**config.mk**
```make
export PLATFORM = sky130hd
export DESIGN_NAME = mdio_master_22_45
export DESIGN_NICKNAME = d
export VERILOG_FILES = /design/src/rtl/mdio_master_22_45.sv
export SDC_FILE = /design/constraint.sdc
export NUM_CORES = 1
export LEC_CHECK = 0
export ABC_AREA = 1
export CAP_MARGIN = 20
export CORE_MARGIN = 8
export CORE_UTILIZATION = 55
export DETAILED_ROUTE_END_ITERATION = 16
export PLACE_DENSITY = 0.79
export SLEW_MARGIN = 20
export SYNTH_ARGS = -nofsm -noshare
export SYNTH_HDL_FRONTEND = slang
export SYNTH_SLANG_ARGS = --single-unit
```
**constraint.sdc**
```tcl
create_clock -name clk_25m -period 5.88 [get_ports clk_25m]
set_clock_uncertainty 0.1 [all_clocks]
set_input_delay 1.176 -clock clk_25m [delete_from_list [all_inputs] [get_ports clk_25m]]
set_output_delay 1.176 -clock clk_25m [all_outputs]
set_load 0.02 [all_outputs]
```
**src/rtl/mdio_master_22_45.sv**
```systemverilog
// mdio_master_22_45: Clause 22 / Clause 45 MDIO initiator.
// MDC divided from clk_25m; read bits sampled on the last low-phase cycle.
module mdio_master_22_45 #(
  parameter int MDC_DIV      = 5,
  parameter int PREAMBLE_LEN = 32
) (
  input  logic        clk_25m,
  input  logic        rst_n,
  input  logic        cmd_valid,
  output logic        cmd_ready,
  input  logic        cmd_cl45,
  input  logic [1:0]  cmd_op,
  input  logic [4:0]  cmd_phyad,
  input  logic [4:0]  cmd_regad,
  input  logic [15:0] cmd_wdata,
  output logic        rsp_valid,
  output logic [15:0] rsp_rdata,
  output logic        rsp_err,
  output logic        mdc,
  output logic        mdio_o,
  output logic        mdio_oe,
  input  logic        mdio_i
);
  typedef enum logic [2:0] {
    S_IDLE, S_PRE, S_HDR, S_TA, S_DATA, S_DONE
  } state_t;

  localparam logic [5:0] DIV_LAST = 6'(MDC_DIV - 1);
  localparam logic [5:0] PRE_LAST = 6'(PREAMBLE_LEN - 1);

  state_t      state_q, state_d;
  logic [5:0]  div_cnt_q, div_cnt_d;
  logic [5:0]  bit_cnt_q, bit_cnt_d;
  logic [31:0] sh_q, sh_d, hdr;
  logic        rd_q, rd_d;
  logic        mdc_q, mdc_d;
  logic        mdo_q, mdo_d;
  logic        oe_q, oe_d;
  logic        rsp_valid_q, rsp_valid_d;
  logic        err_q, err_d;
  logic        terr_q, terr_d;
  logic [15:0] rdata_q, rdata_d;
  logic [15:0] rsh_q, rsh_d;
  logic [1:0]  sync_q, sync_d;
  logic        active, phase_end, bit_end, samp;

  assign hdr = {1'b0, ~cmd_cl45, cmd_op, cmd_phyad,
                cmd_regad, 2'b10, cmd_wdata};
  assign active = state_q inside {S_PRE, S_HDR, S_TA, S_DATA};
  assign phase_end = (div_cnt_q == DIV_LAST);
  assign bit_end = phase_end & mdc_q;
  assign samp = phase_end & ~mdc_q;

  always_comb begin
    state_d     = state_q;
    div_cnt_d   = div_cnt_q;
    bit_cnt_d   = bit_cnt_q;
    sh_d        = sh_q;
    rd_d        = rd_q;
    mdc_d       = mdc_q;
    mdo_d       = mdo_q;
    oe_d        = oe_q;
    rsp_valid_d = 1'b0;
    err_d       = err_q;
    terr_d      = terr_q;
    rdata_d     = rdata_q;
    rsh_d       = rsh_q;
    sync_d      = {sync_q[0], mdio_i};
    if (active) begin
      div_cnt_d = phase_end ? 6'd0 : div_cnt_q + 6'd1;
      if (phase_end) mdc_d = ~mdc_q;
    end
    unique case (state_q)
      S_IDLE: begin
        if (cmd_valid) begin
          sh_d      = hdr;
          rd_d      = cmd_op[1];
          div_cnt_d = 6'd0;
          bit_cnt_d = 6'd0;
          mdc_d     = 1'b0;
          oe_d      = 1'b1;
          if (PREAMBLE_LEN == 0) begin
            state_d = S_HDR;
            mdo_d   = hdr[31];
          end else begin
            state_d = S_PRE;
            mdo_d   = 1'b1;
          end
        end
      end
      S_PRE: begin
        if (bit_end) begin
          bit_cnt_d = bit_cnt_q + 6'd1;
          if (bit_cnt_q == PRE_LAST) begin
            state_d   = S_HDR;
            bit_cnt_d = 6'd0;
            mdo_d     = sh_q[31];
          end
        end
      end
      S_HDR: begin
        if (bit_end) begin
          sh_d      = sh_q << 1;
          bit_cnt_d = bit_cnt_q + 6'd1;
          mdo_d     = sh_q[30];
          if (bit_cnt_q == 6'd13) begin
            state_d   = S_TA;
            bit_cnt_d = 6'd0;
            if (rd_q) begin
              oe_d  = 1'b0;
              mdo_d = 1'b1;
            end
          end
        end
      end
      S_TA: begin
        if (samp && bit_cnt_q == 6'd1) terr_d = sync_q[1];
        if (bit_end) begin
          sh_d      = sh_q << 1;
          bit_cnt_d = bit_cnt_q + 6'd1;
          mdo_d     = rd_q ? 1'b1 : sh_q[30];
          if (bit_cnt_q == 6'd1) begin
            state_d   = S_DATA;
            bit_cnt_d = 6'd0;
          end
        end
      end
      S_DATA: begin
        if (samp && rd_q) rsh_d = {rsh_q[14:0], sync_q[1]};
        if (bit_end) begin
          sh_d      = sh_q << 1;
          bit_cnt_d = bit_cnt_q + 6'd1;
          mdo_d     = rd_q ? 1'b1 : sh_q[30];
          if (bit_cnt_q == 6'd15) begin
            state_d     = S_DONE;
            bit_cnt_d   = 6'd0;
            oe_d        = 1'b0;
            mdo_d       = 1'b1;
            rsp_valid_d = 1'b1;
            err_d       = rd_q & terr_q;
            if (rd_q) rdata_d = rsh_q;
          end
        end
      end
      S_DONE: state_d = S_IDLE;
      default: state_d = S_IDLE;
    endcase
  end

  always_ff @(posedge clk_25m or negedge rst_n) begin
    if (!rst_n) begin
      state_q     <= S_IDLE;
      div_cnt_q   <= 6'd0;
      bit_cnt_q   <= 6'd0;
      sh_q        <= 32'd0;
      rd_q        <= 1'b0;
      mdc_q       <= 1'b0;
      mdo_q       <= 1'b1;
      oe_q        <= 1'b0;
      rsp_valid_q <= 1'b0;
      err_q       <= 1'b0;
      terr_q      <= 1'b0;
      rdata_q     <= 16'h0000;
      rsh_q       <= 16'h0000;
      sync_q      <= 2'b11;
    end else begin
      state_q     <= state_d;
      div_cnt_q   <= div_cnt_d;
      bit_cnt_q   <= bit_cnt_d;
      sh_q        <= sh_d;
      rd_q        <= rd_d;
      mdc_q       <= mdc_d;
      mdo_q       <= mdo_d;
      oe_q        <= oe_d;
      rsp_valid_q <= rsp_valid_d;
      err_q       <= err_d;
      terr_q      <= terr_d;
      rdata_q     <= rdata_d;
      rsh_q       <= rsh_d;
      sync_q      <= sync_d;
    end
  end

  assign cmd_ready = (state_q == S_IDLE);
  assign rsp_valid = rsp_valid_q;
  assign rsp_rdata = rdata_q;
  assign rsp_err   = err_q;
  assign mdc       = mdc_q;
  assign mdio_o    = mdo_q;
  assign mdio_oe   = oe_q;
endmodule

```
* Word level (Yosys, flattened, before mapping) *
Cells that the tools add are included.

storage, ports and cells
  memories kept = 0
  memory bits (writable) = 0
  logic and storage cells = 109
  bits in read-only memories = 0
  register bits = 88
  latch bits = 0

cells by class
  multiply operators = 0
  divide/modulo/power cells = 0
  equal/unequal tests = 20
  order comparisons = 0
  reduce and logical (&&, ||, !) cells = 18
  muxes and demuxes = 50
  $add $sub $neg = 2
  bitwise operators = 5
  shift operators = 0

operator list
  operator               number
  $mux W6                13
  $mux W32               2
  $pmux W32 S2           1
  $pmux W6 S5            1
  $mux W3                9
  $mux W1                21
  $pmux W3 S5            1
  $reduce_and A7 Y1      2
  $add A6 B1 Y6 const B  2
  $eq A6 B4 Y1 const B   2
  $ne A2 B2 Y1 const B   6
  $ne A2 B1 Y1 const B   5
  $reduce_and A9 Y1      1
  $eq A3 B2 Y1 const B   2
  $eq A6 B1 Y1 const B   1
  $eq A6 B3 Y1 const B   1
  $eq A6 B5 Y1 const B   1
  $reduce_and A2 Y1      3
  $reduce_and A3 Y1      2
  $reduce_and A6 Y1      1
  $pmux W1 S5            1
  $reduce_bool A5 Y1     1
  $reduce_and A4 Y1      1
  $reduce_bool A4 Y1     1
  other kinds (10)       14

* Depth between registers and ports, before layout *
  word-level depth = 5
  depth in mapped cells = 11
  mapped depth without buffers = 11

* Worst setup path after synthesis *
OpenSTA, ideal clock, no wires.

  path type = flip-flop to flip-flop
  from = register div_cnt_q[0]
  to = register sh_q[15]
  path slack = 3.723 ns
  clock period less this slack = 2.157 ns
  cell stages (with the launch flop) = 10
  data arrival time = 1.931 ns
  cells stage by stage = dfrtp_1 > inv_1 > ha_1 > nand3_1 > nor3_1 > ha_1 > nand2_1 > o21ai_4 > buf_2 > a21oi_1

between the ends
  cells in the longest elaborated chain, start to end = 4

RTL lines
  what                                RTL line  RTL
  start, declared                     32        logic [5:0] div_cnt_q, div_cnt_d;
  start signal, assigned              168       div_cnt_q <= div_cnt_d;
  $eq A6 B3 Y1                        50        assign phase_end = (div_cnt_q == DIV_LAST);
  $and A1 B1 Y1                       51        assign bit_end = phase_end & mdc_q;
  $ne A2 B1 Y1 (no source line)       n/a
  $reduce_and A3 Y1 (no source line)  n/a
  end signal, assigned                155       sh_q <= 32'd0;
  end signal, assigned                170       sh_q <= sh_d;
  end, declared                       34        logic [31:0] sh_q, sh_d, hdr;

Every way passes these cells.
A chain may end at the register's enable or synchronous reset.

* Worst setup path in the final report *
  from = register state_q[1]
  to = output cmd_ready

between the ends
  cells in the longest elaborated chain, start to end = 1

RTL lines
  what                    RTL line  RTL
  start, declared         31        state_t state_q, state_d;
  start signal, assigned  167       state_q <= state_d;
  $logic_not A3 Y1        184       assign cmd_ready = (state_q == S_IDLE);
  end, declared           10        output logic cmd_ready,

Every way passes these cells.

==> impl_metrics.csv <==
group,metric,value,unit
global_routing,grt_util_all_layers,15.98,%
floorplanning,fp-row-count,32,
logic_synthesis,synth_nets,568,
floorplanning,core_region,7647,um2
cts,cts.sinks,88,
logic_synthesis,synthDominantAreaCellType,"sky130_fd_sc_hd__dfrtp_1",
detailed_routing,dr.first_iter.drc_count,167,
finish,most_common_cell_after_layout_fill_and_taps_aside,"sky130_fd_sc_hd__nand2_1",
outcome,run_status,"completed",
finish,flow.area_growth_from_synthesis,18.64,%
detailed_routing,postRouteAntennaNets,0,
detailed_routing,firstDrtPassIters,4,
logic_synthesis,compound_gate_fraction_of_synth_area,14.67,%
finish,utilization,66.54,%
sta,slew_at_the_pin_closest_to_its_max_slew_limit,0.9756,ns
worst_setup_path,criticalPathCategory,"flip-flop to output port",
logic_synthesis,synth_seq_area_share,51.43,%
finish,finalNonFillerCells,684,
worst_setup_path,critPathLaunchType,"flip-flop",
sta,final_min_period_over_clock_period,52.64,%
global_routing,grt_start_max_net_pins,64,
finish,finish.net_count,616,
global_routing,grt_pass1_vias,3344,
cts,cts-hold-fix-buffers,0,
logic_synthesis,postSynthAreaPerCell,8.108,um2
logic_synthesis,post_synth_top_area_share,49.59,%
logic_synthesis,main_combinational_cell_family_by_area_after_synthesis,"simple AND/OR/NAND/NOR gates",
pwr,power_density,426.0,nW/um2
finish,post_route_cells_drive_above_1_share,8.591,%
placed_design,detailedPlacementHpwl,5.796,mm
logic_synthesis,synth.area.mux_share,0,%
floorplanning,start_util,56.09,%
sta,max_freq,323.1,MHz
worst_setup_path,data_arrival_critical_path,1.82,ns
finish,filler_instances,636,
floorplanning,die_h,104.3,um
finish,layout.area.seq,2206,um2
sta,maxSlewViolCount,0,
sta,hold_viol,0,
placed_design,dp_cells,667,
global_routing,grt_pass1_wl,14.60,mm
finish,multi_input_comb_area,1675,um2
cts,cts.repair.resized,0,
cts,clock-root-buffer,"sky130_fd_sc_hd__clkbuf_8",
cts,clk-insertion-delay-late,0.36,ns
detailed_routing,dr_vias,3460,
logic_synthesis,synth-warning-count,0,
logic_synthesis,post_synth_xor_area_fraction,0.4084,%
detailed_routing,post_drt_via_cell_ratio,5.058,
logic_synthesis,synthSimpleGateAreaFrac,22.23,%
sta,setup_viol_count_final,0,
logic_synthesis,syn-instance-count,529,
logic_synthesis,yosys.cell_types.count,31,
finish,mostFrequentLayoutCells,"sky130_fd_sc_hd__nand2_1, sky130_fd_sc_hd__dfrtp_1, sky130_fd_sc_hd__inv_1",
global_routing,antenna_found_initial,0,
cts,clk_pin_slew_worst_paths,0.09,ns
pwr,vdd_ir_drop_max,0.3333,mV
pwr,total_power,0.002168,W
placed_design,place.gp.congestion,0.8360,
flow_run,max_cap_viol_count,0,
cts,post_cts_buffers,0,
logic_synthesis,ys_seq_elements,88,
logic_synthesis,post_synth_main_area_contributors,"sky130_fd_sc_hd__dfrtp_1, sky130_fd_sc_hd__nand2_1, sky130_fd_sc_hd__o21ai_0",
worst_setup_path,critical_path_peak_fanout,7,
cts,cts_tree,"built",
floorplanning,floorplan.io_pins,55,
pwr,p_leak,2.382,nW
global_routing,overflow,0,
worst_setup_path,required_worst_endpoint,4.60,ns
sta,timing.slew.headroom,34.77,%
cts,number_of_buffers_created_by_cts,9,
sta,timing.setup.tns,0,ns
cts,clock_tree.htree_level_count,3,
logic_synthesis,post_synth_fa_ha_maj_area_fraction,1.750,%
logic_synthesis,post_synth_instance_area,4289,um2
placed_design,buffer_ports.inserted,54,
detailed_routing,remaining_drc_errors,0,
floorplanning,die_area,10880,um2
sta,period_needed,3.095,ns
detailed_routing,detail_route.wl_per_cell,12.11,um
floorplanning,die_w,104.3,um
sta,grt_setup_unrepaired,"no",
sta,layout_setup_ws,2.785,ns
min_path,hold_class,"flip-flop to flip-flop",
finish,antenna_cells,0,
detailed_routing,route.final.wire_length,8.281,mm
cts,cts.path.max_buffers,2,
placed_design,place_ws,3.003,ns
worst_setup_path,setup_crit_end_kind,"output port",
cell families (layout without fill, tap and decap cells):
| group | Yosys count | in the layout |
|---|---|---|
| compound gates | 113 | 113 |
| xor+xnor | 2 | 2 |
| fa+ha+maj | 6 | 6 |
| buf+inv | 96 | 149 |
| flops | 88 | 88 |
| simple gates | 224 | 224 |
cell type report:
| class | instances | share of cell area (%) |
|---|---|---|
| Multi-Input combinational cell | 345 | 32.92 |
| Clock buffer | 9 | 2.434 |
| Sequential cell | 88 | 43.35 |
| Clock inverter | 7 | 1.721 |
| Inverter | 76 | 5.655 |
| Tap cell | 102 | 2.508 |
| Timing Repair Buffer | 57 | 11.41 |
cells in the mapped netlist:
| cell type | n |
|---|---|
| sky130_fd_sc_hd__nand2_1 | 145 |
| sky130_fd_sc_hd__dfrtp_1 | 85 |
| sky130_fd_sc_hd__inv_1 | 71 |
| sky130_fd_sc_hd__o21ai_0 | 59 |
| sky130_fd_sc_hd__o21ai_1 | 33 |
| sky130_fd_sc_hd__nor2_1 | 32 |
| sky130_fd_sc_hd__nand3_1 | 26 |
| sky130_fd_sc_hd__a21oi_1 | 9 |
| sky130_fd_sc_hd__buf_2 | 9 |
| sky130_fd_sc_hd__nand2_2 | 8 |
| sky130_fd_sc_hd__ha_1 | 6 |
| sky130_fd_sc_hd__o21ai_2 | 6 |
| sky130_fd_sc_hd__clkbuf_1 | 5 |
| sky130_fd_sc_hd__inv_2 | 4 |
| sky130_fd_sc_hd__buf_4 | 3 |
| sky130_fd_sc_hd__buf_6 | 3 |
| sky130_fd_sc_hd__dfstp_2 | 3 |
| sky130_fd_sc_hd__nand3b_1 | 3 |
| sky130_fd_sc_hd__nor3_1 | 3 |
| sky130_fd_sc_hd__nand4_1 | 2 |
| sky130_fd_sc_hd__nor2_4 | 2 |
| sky130_fd_sc_hd__o21ai_4 | 2 |
| sky130_fd_sc_hd__xor2_1 | 2 |
| sky130_fd_sc_hd__a211oi_1 | 1 |
| sky130_fd_sc_hd__a21oi_4 | 1 |
| sky130_fd_sc_hd__a22oi_1 | 1 |
| sky130_fd_sc_hd__inv_4 | 1 |
| sky130_fd_sc_hd__nand3_2 | 1 |
| sky130_fd_sc_hd__nor2_2 | 1 |
| sky130_fd_sc_hd__nor2_8 | 1 |
| sky130_fd_sc_hd__o21a_1 | 1 |
registers in the layout, indices dropped and copies added (netlist names):
register,flops
rsp_valid,1
rsp_err,1
bit_cnt_q,6
mdc,1
mdio_oe,1
state_q,3
rsp_rdata,16
sync_q,2
rsh_q,16
div_cnt_q,6
mdio_o,1
sh_q,32
terr_q,1
rd_q,1
worst paths after layout:
kind / from / end / slack [ns] / cells after the start
setup / recovery: state_q[1] / cmd_ready / 2.79 / 4
hold / removal: sync_q[0] / sync_q[1] / 0.26 / 0
setup reg to reg: div_cnt_q[0] / rsh_q[1] / 2.99 / 7
hold reg to reg: sync_q[0] / sync_q[1] / 0.26 / 0
max in group asynchronous: rst_n / rsh_q[0] / 3.99 / 2
min in group asynchronous: rst_n / rsp_rdata[6] / 0.61 / 1
stage by stage:
step | cell area (um2) | hold WS, ns
floorplan | 4289 | 0.2452
global placement | 4850 | 0.2496
detailed placement | 4850 | 0.2498
CTS | 5061 | 0.2622
global route | 5089 | 0.2640
finish | 5089 | 0.2606
routing by layer:
layer | track usage [%] | share of wire (%) | up-vias
met1 | 19.58 | 47 | 1595
met2 | 25.59 | 46 | 82
met3 | 3.470 | 5.2 | 20
li1 | - | - | 1763
met5 | 0 | 0 | -
met4 | 8.893 | 2.6 | 0
worst max-delay path: stages, from the launching register on:
cell	delay, ns
sky130_fd_sc_hd__dfrtp_1	0.51
sky130_fd_sc_hd__inv_2	0.11
sky130_fd_sc_hd__nand2_2	0.09
sky130_fd_sc_hd__nor2_4	0.13
sky130_fd_sc_hd__clkdlybuf4s50_1	0.63
report_power, final:
group | total (W) | internal [W] | switching (W)
Clock | 0.000435 | 0.000204 | 0.000231
Combinational | 0.000891 | 0.000317 | 0.000574
Sequential | 0.000842 | 0.000756 | 0.0000854
No activity file was read; power rests on OpenSTA's default activity.
